## src/rtl/truth_table_extractor_pkg.sv

```systemverilog
`default_nettype none
// ============================================================================
// Module   : truth_table_extractor_pkg
// Brief    : Shared sweep state encoding and truth-table row/bit mapping.
// Revision : 1.0 - initial release
// ============================================================================
package truth_table_extractor_pkg;

    typedef enum logic [1:0] {
        ST_IDLE   = 2'd0,
        ST_SETTLE = 2'd1,
        ST_SAMPLE = 2'd2,
        ST_DONE   = 2'd3
    } tte_state_e;

    localparam int c_max_inputs = 4;

    // Row 0 lands in the MSB so the table reads in case-module naming order.
    function automatic int tt_bit_index(input int row, input int n);
        return (2 ** n) - 1 - row;
    endfunction

endpackage : truth_table_extractor_pkg
`default_nettype wire

```

## src/rtl/truth_table_extractor_settle_timer.sv

```systemverilog
`default_nettype none
// ============================================================================
// Module   : truth_table_extractor_settle_timer
// Brief    : Settle counter; flags the last cycle a gate input is allowed to settle.
// Revision : 1.0 - initial release
// ============================================================================
module truth_table_extractor_settle_timer #(
    parameter int SETTLE_CYCLES = 4
) (
    input  logic clk,
    input  logic rst,
    input  logic i_load,
    input  logic i_count,
    output logic o_expired
);

    localparam int CNT_W = $clog2(SETTLE_CYCLES + 1);
    localparam logic [CNT_W-1:0] c_last = CNT_W'(SETTLE_CYCLES - 1);

    logic [CNT_W-1:0] r_cnt;

    always_ff @(posedge clk) begin
        if (rst) begin
            r_cnt <= '0;
        end else if (i_load) begin
            r_cnt <= '0;
        end else if (i_count) begin
            r_cnt <= r_cnt + 1'b1;
        end
    end

    assign o_expired = i_count && (r_cnt == c_last);

endmodule : truth_table_extractor_settle_timer
`default_nettype wire

```

## src/rtl/truth_table_extractor.sv

```systemverilog
`default_nettype none
// ============================================================================
// Module   : truth_table_extractor
// Brief    : Sweeps all input rows of an N-input gate and assembles its truth-table code.
// Revision : 1.0 - initial release
// ============================================================================
module truth_table_extractor
    import truth_table_extractor_pkg::*;
#(
    parameter int N_INPUTS      = 3,
    parameter int TT_WIDTH      = 2 ** N_INPUTS,
    parameter int SETTLE_CYCLES = 4
) (
    input  logic                clk,
    input  logic                reset,
    input  logic                start,
    output logic                busy,
    output logic [N_INPUTS-1:0] drive,
    input  logic                sample,
    output logic                result_valid,
    input  logic                result_ready,
    output logic [TT_WIDTH-1:0] result_table,
    output logic                result_unstable
);

    generate
        if (SETTLE_CYCLES < 1) begin : g_bad_settle
            $error("truth_table_extractor: SETTLE_CYCLES must be >= 1");
        end
        if ((N_INPUTS < 1) || (N_INPUTS > c_max_inputs)) begin : g_bad_inputs
            $error("truth_table_extractor: N_INPUTS must be in 1..4");
        end
        if (TT_WIDTH != (2 ** N_INPUTS)) begin : g_bad_width
            $error("truth_table_extractor: TT_WIDTH must equal 2**N_INPUTS");
        end
    endgenerate

    localparam logic [1:0] c_st_idle   = ST_IDLE;
    localparam logic [1:0] c_st_settle = ST_SETTLE;
    localparam logic [1:0] c_st_sample = ST_SAMPLE;
    localparam logic [1:0] c_st_done   = ST_DONE;

    localparam logic [N_INPUTS-1:0] c_last_row = N_INPUTS'(TT_WIDTH - 1);

    logic [1:0]          r_state;
    logic [N_INPUTS-1:0] r_drive;
    logic [TT_WIDTH-1:0] r_shift;
    logic                r_unst_acc;
    logic                r_prev_sample;
    logic [TT_WIDTH-1:0] r_result_table;
    logic                r_result_unstable;

    logic                w_in_settle;
    logic                w_timer_expired;
    logic                w_last_row;
    logic                w_sample_moved;
    logic [N_INPUTS-1:0] w_bit_idx;
    logic [TT_WIDTH-1:0] w_shift_next;

    assign w_in_settle    = (r_state == c_st_settle);
    assign w_last_row     = (r_drive == c_last_row);
    assign w_sample_moved = (sample != r_prev_sample);
    assign w_bit_idx      = N_INPUTS'(tt_bit_index(int'(r_drive), N_INPUTS));

    // The counter sits at zero outside SETTLE, so every SETTLE entry starts a fresh window.
    truth_table_extractor_settle_timer #(
        .SETTLE_CYCLES (SETTLE_CYCLES)
    ) u_settle_timer (
        .clk       (clk),
        .rst       (reset),
        .i_load    (!w_in_settle),
        .i_count   (w_in_settle),
        .o_expired (w_timer_expired)
    );

    always_comb begin
        w_shift_next            = r_shift;
        w_shift_next[w_bit_idx] = sample;
    end

    always_ff @(posedge clk) begin
        if (reset) begin
            r_state           <= c_st_idle;
            r_drive           <= '0;
            r_shift           <= '0;
            r_unst_acc        <= 1'b0;
            r_prev_sample     <= 1'b0;
            r_result_table    <= '0;
            r_result_unstable <= 1'b0;
        end else begin
            case (r_state)
                c_st_idle: begin
                    if (start) begin
                        r_state    <= c_st_settle;
                        r_drive    <= '0;
                        r_shift    <= '0;
                        r_unst_acc <= 1'b0;
                    end
                end
                c_st_settle: begin
                    r_prev_sample <= sample;
                    if (w_timer_expired) begin
                        r_state <= c_st_sample;
                    end
                end
                c_st_sample: begin
                    r_shift <= w_shift_next;
                    if (w_sample_moved) begin
                        r_unst_acc <= 1'b1;
                    end
                    // Results are published on DONE entry so they stay put during the next sweep.
                    if (w_last_row) begin
                        r_state           <= c_st_done;
                        r_result_table    <= w_shift_next;
                        r_result_unstable <= r_unst_acc | w_sample_moved;
                    end else begin
                        r_drive <= r_drive + 1'b1;
                        r_state <= c_st_settle;
                    end
                end
                c_st_done: begin
                    if (result_ready) begin
                        r_state <= c_st_idle;
                    end
                end
                default: begin
                    r_state <= c_st_idle;
                end
            endcase
        end
    end

    assign busy            = (r_state == c_st_settle) || (r_state == c_st_sample);
    assign result_valid    = (r_state == c_st_done);
    assign drive           = r_drive;
    assign result_table    = r_result_table;
    assign result_unstable = r_result_unstable;

endmodule : truth_table_extractor
`default_nettype wire
```

## config.mk

```make
export PLATFORM = sky130hd
export DESIGN_NAME = truth_table_extractor
export DESIGN_NICKNAME = d
export VERILOG_FILES = /design/src/rtl/truth_table_extractor_pkg.sv /design/src/rtl/truth_table_extractor_settle_timer.sv /design/src/rtl/truth_table_extractor.sv
export SDC_FILE = /design/constraint.sdc
export NUM_CORES = 1
export LEC_CHECK = 0
export BUFFER_PORTS_ARGS = -buffer_cell sky130_fd_sc_hd__buf_4
export CORE_ASPECT_RATIO = 0.5
export CORE_MARGIN = 8
export CORE_UTILIZATION = 30
export DETAILED_ROUTE_END_ITERATION = 10
export MAX_ROUTING_LAYER = met4
export SLEW_MARGIN = 20
export SYNTH_ARGS = -nofsm -noshare
export SYNTH_HDL_FRONTEND = slang
export SYNTH_SLANG_ARGS = --single-unit
```

## constraint.sdc

```tcl
create_clock -name clk -period 1.8 [get_ports clk]
set_input_delay 0.09 -clock clk [delete_from_list [all_inputs] [get_ports clk]]
set_output_delay 0.09 -clock clk [all_outputs]
set_load 0.02 [all_outputs]
```

; Word-level counts from Yosys, hierarchy flattened
; Index checks and enable logic that the tools add are counted.
[totals]
reg_bits = 27
n_memories = 0
romBits = 0
latch_bits = 0
ramBits = 0
wordCells = 53
[op_classes]
n_mux = 16
div_mod_pow = 0
n_addsub = 3
magnitude_cmp = 2
shift = 0
n_eq_ne = 11
n_mul = 0
n_bitwise = 2
reduce_logical = 11
[ops]
columns = operator, count
row1 = $pmux 8 s2, 1
row2 = $reduce_and 3->1, 3
row3 = $bwmux 8, 1
row4 = $mux 2, 4
row5 = $mux 8, 1
row6 = $ne 2x2->1 const B, 4
row7 = $pmux 2 s4, 1
row8 = $add 3x1->3 const B, 2
row9 = $mux 3, 2
row10 = $pmux 3 s2, 1
row11 = $eq 2x2->1 const B, 2
row12 = $lt 3x4->1 const B, 1
row13 = $reduce_and 2->1, 2
row14 = $demux 1 s3, 1
row15 = $eq 3x2->1 const B, 1
row16 = $eq 3x3->1 const B, 1
row17 = $ge 3x1->1 const B, 1
row18 = $mux 1, 3
row19 = $sub 3x3->3 const A, 1
row20 = $eq 2x1->1 const B, 1
row21 = $logic_and 1x1->1, 2
row22 = $logic_not 2->1, 1
row23 = $ne 2x1->1 const B, 1
row24 = $pmux 1 s2, 1
row25 = 6 further kinds, 6

; Longest topological paths before layout
; Gate-level depths: netlist of the first run.
[depth]
ltp_word = 7
mapped_depth = 7
mapped_depth_nobuf = 5

; Modules after synthesis
; A second synthesis of the first run with hierarchy kept.
[hier_totals]
hier_cells = 138
area_unflattened_um2 = 1343.8
[by_module_without_submodules]
columns = module, instances, seq_area_each_um2, cells_per_inst, area_each_um2
row1 = truth_table_extractor, 1, 480.5, 125, 1204.9
row2 = truth_table_extractor_settle_timer, 1, 60.1, 13, 138.9

; Least setup slack after synthesis of the first run
; OpenSTA, ideal clock, no wires.
[synth_path]
path_type = register to register
start = reg r_drive[0] (netlist: drive[0])
end = reg r_drive[0] (netlist: drive[0])
setup_ns = 0.070
arrival_time_ns = 1.501
path_stages_with_launch = 5
slack_ns = 0.228
path_buffers = 0
cell_sequence = dfxtp_1 -> ha_1 -> ha_1 -> or4b_1 -> a21oi_1
[synth_between]
elab_chain_len = 3
word_cells_on_any_way = 6
cone_classes = add/sub: 1 / eq/ne: 2 / mux: 2 / reduce/logical: 1
[synth_rtl]
columns = element, line_no
row1 = start: declaration, truth_table_extractor.sv:46  ; logic [N_INPUTS-1:0] r_drive;
row2 = start signal: assignment, truth_table_extractor.sv:117  ; r_drive <= r_drive + 1'b1;
row3 = $add 3x1->3 or $eq 3x3->1 (tied branches), "truth_table_extractor.sv:117, truth_table_extractor.sv:61"
row4 = $mux 3 or $ne 2x2->1 (tied branches), --
row5 = $pmux 3 s2 or $reduce_and 3->1 (tied branches), --
; Several ways; a longest one is shown, not always the timed one. The select of a mux whose other input is x is not followed.
; A chain may end at the register's enable or synchronous reset.

; Worst setup path in the final report of the first run
[layout_path]
start = reg r_state[0]
end = reg r_drive[0] (netlist: drive[0])
[layout_between]
elab_chain_len = 3
word_cells_on_any_way = 7
cone_classes = eq/ne: 3 / mux: 1 / reduce/logical: 3
[layout_rtl]
columns = element, line_no
row1 = start: declaration, truth_table_extractor.sv:45  ; logic [1:0] r_state;
row2 = start signal: assignment, truth_table_extractor.sv:83  ; r_state <= c_st_idle;
row3 = start signal: assignment, truth_table_extractor.sv:94  ; r_state <= c_st_settle;
row4 = start signal: assignment, truth_table_extractor.sv:103  ; r_state <= c_st_sample;
row5 = $eq 2x2->1 or $logic_not 2->1 (tied branches), truth_table_extractor.sv:91  ; case (r_state)
row6 = $ne 2x2->1 (no source line) or $reduce_bool 2->1 (tied branches), --
row7 = $reduce_and 3->1 (no source line), --
; Several ways; a longest one is shown, not always the timed one.

==> run metrics, run 1 <==
multi-input logic area=757.0 µm²; number of I/O port buffers=18; post-synthesis sequential area ratio=39.24%; Area growth syn-to-layout=18.53%; worst-path cell chain=inv_1, ha_1, mux2i_1, or4b_1, a21oi_1; skew final=0.01025 ns; final setup margin=0.1944 ns; worst hold slack=0.1423 ns; via count=1,217; top_reg_cell synth=dfxtp_1; cts repair resizes=0; final worst path period share=89.20%; Sequential Area=540.5 µm²; Yosys Warn Count=0; worst hold start=sample; MaxCap Viol Count=0; initial antenna violation count=0; ant diodes=0; Synthesized Nets=173; height of the die=63.92 µm; Hold EP=r_prev_sample; Worst EP arrival=1.81 ns; unrepaired setup endpoints after global routing=no; number of global-route vias before repair=1,163; first-pass GRT wire length=5.478 mm; grt ovf=0; f_max=0.6228 GHz; CTS Root Cell=clkbuf_8; Yosys cell types=33; first-pass detailed-route iteration total=4; GPL Wtd Cong=0.7549; Min-Delay Path Class=input pin to flip-flop; initial drt markers=48; kind of critical path=flip-flop to flip-flop; Setup Viol. Count Final=0; FILL cells=472; Worst-Margin Slew=0.3802 ns; sum of negative setup slack=0 ns; number of hold buffers added after cts=0; Synth top cells by count=dfxtp_1, a21oi_1, nand2_1; synthesized instance count=160; CP Capture Type=flip-flop; CTS clk-pin slew, worst paths=0.09 ns; Reg2Reg Launch Point=r_state[0]; Pwr Total=1.537 mW; total die area=0.007148 mm²; Max clock buf depth=2; status=finished clean; total track usage=9.399%; row cnt=17; largest net degree at the start of global routing=26; main area contributors after synthesis=dfxtp_1, ha_1, a21oi_1; Post-synth EDFFs=0; Hold Fails Final Rpt=0; fin util=37.08%; P per Cell Area=941.3 mW/mm²; Yosys reg bits=27; # IOs=19; Initial Util=31.29%; Num CTS Buffers=3; hold path cells=3; Layout Nets=190; Worst-Skew Late Latency=0.28 ns; CTS tree=done; CP max stage delay=0.47 ns; CTS sink cnt=27; dpl ws=0.1847 ns; DRT Wirelength=3.133 mm; Max IR drop VDD=0.5795 mV; Slowest-stage cell, CP=or4b_1; asr flop ratio synth=0%; FF-to-FF End=drive[0]; CTS H-tree depth=1; Mean Syn Cell Area=8.610 µm²; leading area contributor after synthesis=dfxtp_1; reg2reg path depth=5; LEAKAGE=0.6171 nW; DRC=0; Yosys top cell area share=39.24%; Die Width=111.8 µm; setup slack, reg-to-reg=0.19 ns; Crit Path Max Fanout=11; setup bufs post-CTS=0; relative slew slack=74.66%; CP required=2.01 ns; Startpoint Class=flip-flop; Core Box Area=0.004403 mm²; dpl hpwl=2.140 mm; Final Max Tran Viols=0; Mapped Area=0.001378 mm²; DR vias/cell=5.223; Post-DRT Antenna Nets=0; Tmin final=1.606 ns; most frequent cell after synthesis=dfxtp_1; layout cells sized above 1=18.18%; DR WL/cell=13.45 µm
-- placed cells by master (no fill, tap or decap), drive strengths merged, types with 6 or more instances in the layout --
cell,instances
nand2,14
dfxtp,27
nor3,7
nor2,11
a32oi,6
buf,27
a21oi,14
nand4,7
ha,8
-- routing by layer --
| layer | vias to the layer above | global-route usage, % | share of wire [%] |
|---|---|---|---|
| li1 | 624 | - | - |
| met1 | 575 | 11.17 | 50 |
| met2 | 16 | 15.28 | 46 |
| met3 | 2 | 2.247 | 2.7 |
| met4 | 0 | 3.541 | 0.93 |
| met5 | - | - | 0 |
-- flip-flops by register name (all words and copies together) (netlist names) --
signal                cells
r_state                   2
result_unstable           1
r_prev_sample             1
r_unst_acc                1
u_settle_timer.r_cnt      3
drive                     3
r_shift                   8
result_table              8
-- where the power goes --
part / leakage (nW) / internal [mW] / switching [mW] / total, mW
logic: 0.373 / 0.200 / 0.316 / 0.516
registers: 0.218 / 0.638 / 0.0329 / 0.671
clock network: 0.0255 / 0.155 / 0.194 / 0.350
-- worst max-delay path, delay by kind of cell (launching register included) --
kind	cells	cell delay (ns)
DFF	1	0.36
buffers and inverters	1	0.09
muxes	1	0.14
AOI/OAI and AO/OA	1	0.15
and+or+nand+nor	1	0.47
adders and majority gates	1	0.34
-- cell families (layout without fill, tap and decap cells) --
family	after synthesis	count (layout)	synth area share, %
XOR/XNOR	1	1	0.6359
buffers and inverters	19	35	5.812
adder cells (fa/ha/maj)	8	8	7.266
flip-flops	27	27	39.24
AND/OR/NAND/NOR	68	68	28.61
AO/OA/AOI/OAI	34	34	16.17
multiplexers	3	3	2.271
-- per-stage QoR --
step,cell area (µm²),cells
finish,1633,233
global route,1633,233
CTS,1633,233
detailed placement,1587,229
global placement,1587,229
floorplan,1378,160
-- how the worst max path moves through the flow --
stage / cells past startpoint / endpoint / startpoint
CTS: 5 / drive[0] / r_state[0]
finish: 5 / drive[0] / r_state[0]
floorplan: 4 / drive[0] / drive[0]
global placement: 5 / drive[0] / r_state[0]
detailed placement: 5 / drive[0] / r_state[0]
global route: 5 / drive[0] / r_state[0]
-- area by class of cell --
| class | instances | share of cell area (%) |
|---|---|---|
| flip-flops and latches | 27 | 33.10 |
| inverters | 4 | 0.9195 |
| clock inverters | 1 | 0.3065 |
| clock buffers | 3 | 2.529 |
| well taps | 57 | 4.368 |
| multi-input cells | 114 | 46.36 |
| repair buffers | 27 | 12.41 |
No activity file was read; power rests on OpenSTA's default activity.
==> inputs of run 2 (changes only) <==
CELL_PAD_IN_SITES_DETAIL_PLACEMENT = 0   (was not set)
CELL_PAD_IN_SITES_GLOBAL_PLACEMENT = 1   (was not set)
PLACE_DENSITY_LB_ADDON = 0.1   (was not set)
==> run metrics, run 2 (synthesized netlist as in run 1, its figures left out) <==
sw frac=35.90%; worst hold slack=0.1470 ns; Post-DRT Antenna Nets=0; number of global-route vias before repair=1,234; FF-to-FF End=drive[0]; skew final=0.01024 ns; combinational fraction of design power=33.8%; dpl hpwl=2.334 mm; Pwr Total=1.550 mW; reg2reg path depth=5; first-pass GRT wire length=5.989 mm; CP required=2.01 ns; total track usage=10.27%; DRT Wirelength=3.361 mm; met3 GRT Util=3.839%; hold path cells=3; Min-Delay Path Class=input pin to flip-flop; Hold EP=r_prev_sample; worst-path cell chain=inv_1, ha_1, mux2i_1, or4b_1, a21oi_1; cts repair resizes=0; Clock power frac=22.9%; Final Non-Filler Cells=233; GPL Wtd Cong=0.7093; row cnt=17; CTS H-tree depth=1; Crit Path Max Fanout=11; met1 GRT Util=13.06%; initial antenna violation count=0; Reg2Reg Launch Point=r_state[0]; Initial Util=31.29%; Die Width=111.8 µm; largest net degree at the start of global routing=26; LEAKAGE=0.6171 nW; relative slew slack=72.68%; DR WL/cell=14.42 µm; final setup margin=0.1786 ns; unrepaired setup endpoints after global routing=no; Layout Nets=190; Worst-Margin Slew=0.4092 ns; CTS sink cnt=27; CP Capture Type=flip-flop; f_max=0.6167 GHz; P per Cell Area=949.2 mW/mm²; Core Box Area=0.004403 mm²; Final Max Tran Viols=0; final worst path period share=90.08%; Slowest-stage cell, CP=or4b_1; DR vias/cell=5.202; first-pass detailed-route iteration total=4; sum of negative setup slack=0 ns; Net Sw Power=556.4 µW; via count=1,212; commonest non-fill, non-tap cells in the layout=dfxtp_1, buf_4, nand2_1, a21oi_1, nor2_1; CTS tree=done; Max clock buf depth=2; MaxCap Viol Count=0; layout cells sized above 1=18.18%; Top delay family on crit path=simple AND/OR/NAND/NOR gates; Flop pwr share=43.3%; DP Area=0.001587 mm²; ant diodes=0; Design Area, Final=0.001633 mm²; worst hold start=sample; height of the die=63.92 µm; Tmin final=1.621 ns; FILL cells=471; CTS Root Cell=clkbuf_8; setup slack, reg-to-reg=0.18 ns; Hold Fails Final Rpt=0; Worst EP arrival=1.83 ns; Worst Path Buf+Inv=1; Worst-Skew Late Latency=0.28 ns; fin util=37.08%; grt ovf=0; grt peak-use layer=met2; # IOs=19; CP max stage delay=0.48 ns; global routing usage on met2=15.36%; Num CTS Buffers=3; Setup Viol. Count Final=0; placed cells=229; Max IR drop VDD=0.5789 mV; Area growth syn-to-layout=18.53%; Startpoint Class=flip-flop; CTS clk-pin slew, worst paths=0.09 ns; dpl ws=0.2163 ns; number of I/O port buffers=18; setup bufs post-CTS=0; initial drt markers=54; number of hold buffers added after cts=0; total die area=0.007148 mm²; cell internal pwr=993.5 µW; kind of critical path=flip-flop to flip-flop; DRC=0; status=finished clean
run 2: layout make-up:
type	count	area (µm²)	area share (%)
clock inverters	1	5.005	0.3065
repair buffers	27	202.7	12.41
inverters	4	15.01	0.9195
clock buffers	3	41.29	2.529
well taps	57	71.32	4.368
flip-flops and latches	27	540.5	33.10
multi-input cells	114	757.0	46.36
run 2: routing by layer:
layer	up-vias	share of wire (%)
li1	620	-
met1	576	53
met2	14	42
met3	2	4.3
met4	0	0.45
met5	-	0
run 2: worst max path at each step:
stage | start | end | cells after the start | slack (ns)
final | r_state[0] | drive[0] | 5 | 0.18
after global routing | r_state[1] | r_shift[4] | 6 | 0.06
after CTS | r_state[0] | drive[0] | 5 | 0.19
after detailed placement | r_state[0] | drive[0] | 5 | 0.22
after global placement | r_state[0] | result_table[0] | 6 | 0.23
after floorplan | drive[0] | drive[0] | 4 | 0.23
run 2: worst min-delay path, cell delays in order:
cell	delay, ns
buf_4	0.14
mux2i_1	0.08
nor2_1	0.07
run 2: power by group through the flow:
stage	Combinational (mW)	Clock, mW	Sequential (mW)
after floorplan	0.370	0	0.683
after global placement	0.530	0	0.683
after detailed placement	0.526	0	0.684
after CTS	0.533	0.377	0.671
after global routing	0.589	0.406	0.678
final	0.525	0.354	0.671
==> inputs of run 3 (changes only) <==
PLACE_DENSITY = 0.66   (was not set)
PLACE_DENSITY_LB_ADDON = not set   (was 0.1)
==> run metrics, run 3 (synthesized netlist as in run 1, its figures left out) <==
status=finished clean; via count=1,209; most common cell after layout, fill and taps aside=dfxtp_1; P per Cell Area=944.4 mW/mm²; Worst-Skew Late Latency=0.27 ns; first-pass GRT wire length=5.499 mm; final setup margin=0.1981 ns; Initial Util=31.29%; Core Box Area=0.004403 mm²; sum of negative setup slack=0 ns; DRT Wirelength=3.276 mm; commonest non-fill, non-tap cells in the layout=dfxtp_1, buf_4, nand2_1, a21oi_1, nor2_1; worst-path cell chain=inv_1, ha_1, mux2i_1, or4b_1, a21oi_1; DR vias/cell=5.234; row cnt=17; CTS clk-pin slew, worst paths=0.09 ns; CTS sink cnt=27; Slowest-stage cell, CP=or4b_1; dpl hpwl=2.171 mm; DRC=0; Setup Viol. Count Final=0; Worst-Margin Slew=0.4314 ns; CTS Root Cell=clkbuf_8; Sequential Area=540.5 µm²; MaxCap Viol Count=0; relative slew slack=71.24%; CP max stage delay=0.49 ns; dpl ws=0.1752 ns; Die Width=111.8 µm; CP required=2.00 ns; number of hold buffers added after cts=0; GPL Wtd Cong=0.8062; CP Capture Type=flip-flop; total track usage=9.360%; # IOs=19; Max clock buf depth=2; Pwr Total=1.531 mW; layout cells sized above 1=17.24%; Startpoint Class=flip-flop; Final Max Tran Viols=0; Min-Delay Path Class=input pin to flip-flop; Layout Nets=188; f_max=0.6243 GHz; number of global-route vias before repair=1,156; kind of critical path=flip-flop to flip-flop; Top delay family on crit path=simple AND/OR/NAND/NOR gates; CTS tree=done; first-pass detailed-route iteration total=4; worst hold slack=0.1494 ns; height of the die=63.92 µm; Crit Path Max Fanout=5; FILL cells=467; LEAKAGE=0.6061 nW; multi-input logic area=762.0 µm²; final worst path period share=89.00%; ant diodes=0; largest net degree at the start of global routing=26; skew final=0.002070 ns; Worst Path Buf+Inv=1; Max IR drop VDD=0.4165 mV; Num CTS Buffers=3; grt ovf=0; initial drt markers=63; Post-DRT Antenna Nets=0; Tmin final=1.602 ns; CTS H-tree depth=1; initial antenna violation count=0; Worst EP arrival=1.81 ns; Area growth syn-to-layout=17.71%; number of I/O port buffers=18; Hold Fails Final Rpt=0; DR WL/cell=14.18 µm; total die area=0.007148 mm²; unrepaired setup endpoints after global routing=no
==> run 3: cell count changes in the layout (fill, tap and decap cells not counted), sizes merged <==
cell,delta
clkinv,-1
buf,-2
clkbuf,+1
==> run 3: what timing repair did <==
item                                    4_1_cts  5_1_grt
setup buffers                                 0        0
endpoints found under the setup margin        0        4
resized for setup                             0        1
==> run 3: routing by layer <==
layer	up-vias	global-route usage (%)	share of wire, %
li1	619	-	-
met1	565	11.06	48
met2	23	15.58	46
met3	2	2.341	5.3
met4	0	2.698	0.82
met5	-	-	0
==> run 3: cell type report <==
class / instances / area share (%)
Clock buffer: 4 / 2.778
Sequential cell: 27 / 33.33
Timing Repair Buffer: 25 / 11.57
Multi-Input combinational cell: 114 / 46.99
Inverter: 4 / 0.9259
Tap cell: 57 / 4.398
==> run 3: worst register-to-register path: stages (launching register included) <==
cell and delay (ns):
dfxtp_1 0.41, inv_1 0.08, ha_1 0.25, mux2i_1 0.14
or4b_1 0.49, a21oi_1 0.16
==> run 3: metrics by stage <==
step | util [%] | cells | instance area, µm²
after global placement | 35.69 | 227 | 1572
after detailed placement | 35.69 | 227 | 1572
after floorplan | - | 160 | 1378
final | 36.83 | 231 | 1622
after CTS | 36.71 | 231 | 1617
after global routing | 36.83 | 231 | 1622
==> run 3: path summary, 6_finish.rpt <==
path,from,depth (start not counted),slack [ns],end
setup / recovery,r_state[0],5,0.20,drive[0]
hold / removal,sample,3,0.15,r_prev_sample
setup reg to reg,r_state[0],5,0.20,drive[0]
hold reg to reg,u_settle_timer.r_cnt[0],1,0.43,u_settle_timer.r_cnt[0]
==> run 3: report_power, final <==
| group | total [mW] | leakage, nW | internal [mW] | switching, mW |
|---|---|---|---|---|
| clock network | 0.344 | 0.0228 | 0.158 | 0.186 |
| logic | 0.516 | 0.365 | 0.199 | 0.317 |
| registers | 0.671 | 0.218 | 0.638 | 0.0335 |
| total | 1.53 | 0.606 | 0.995 | 0.536 |
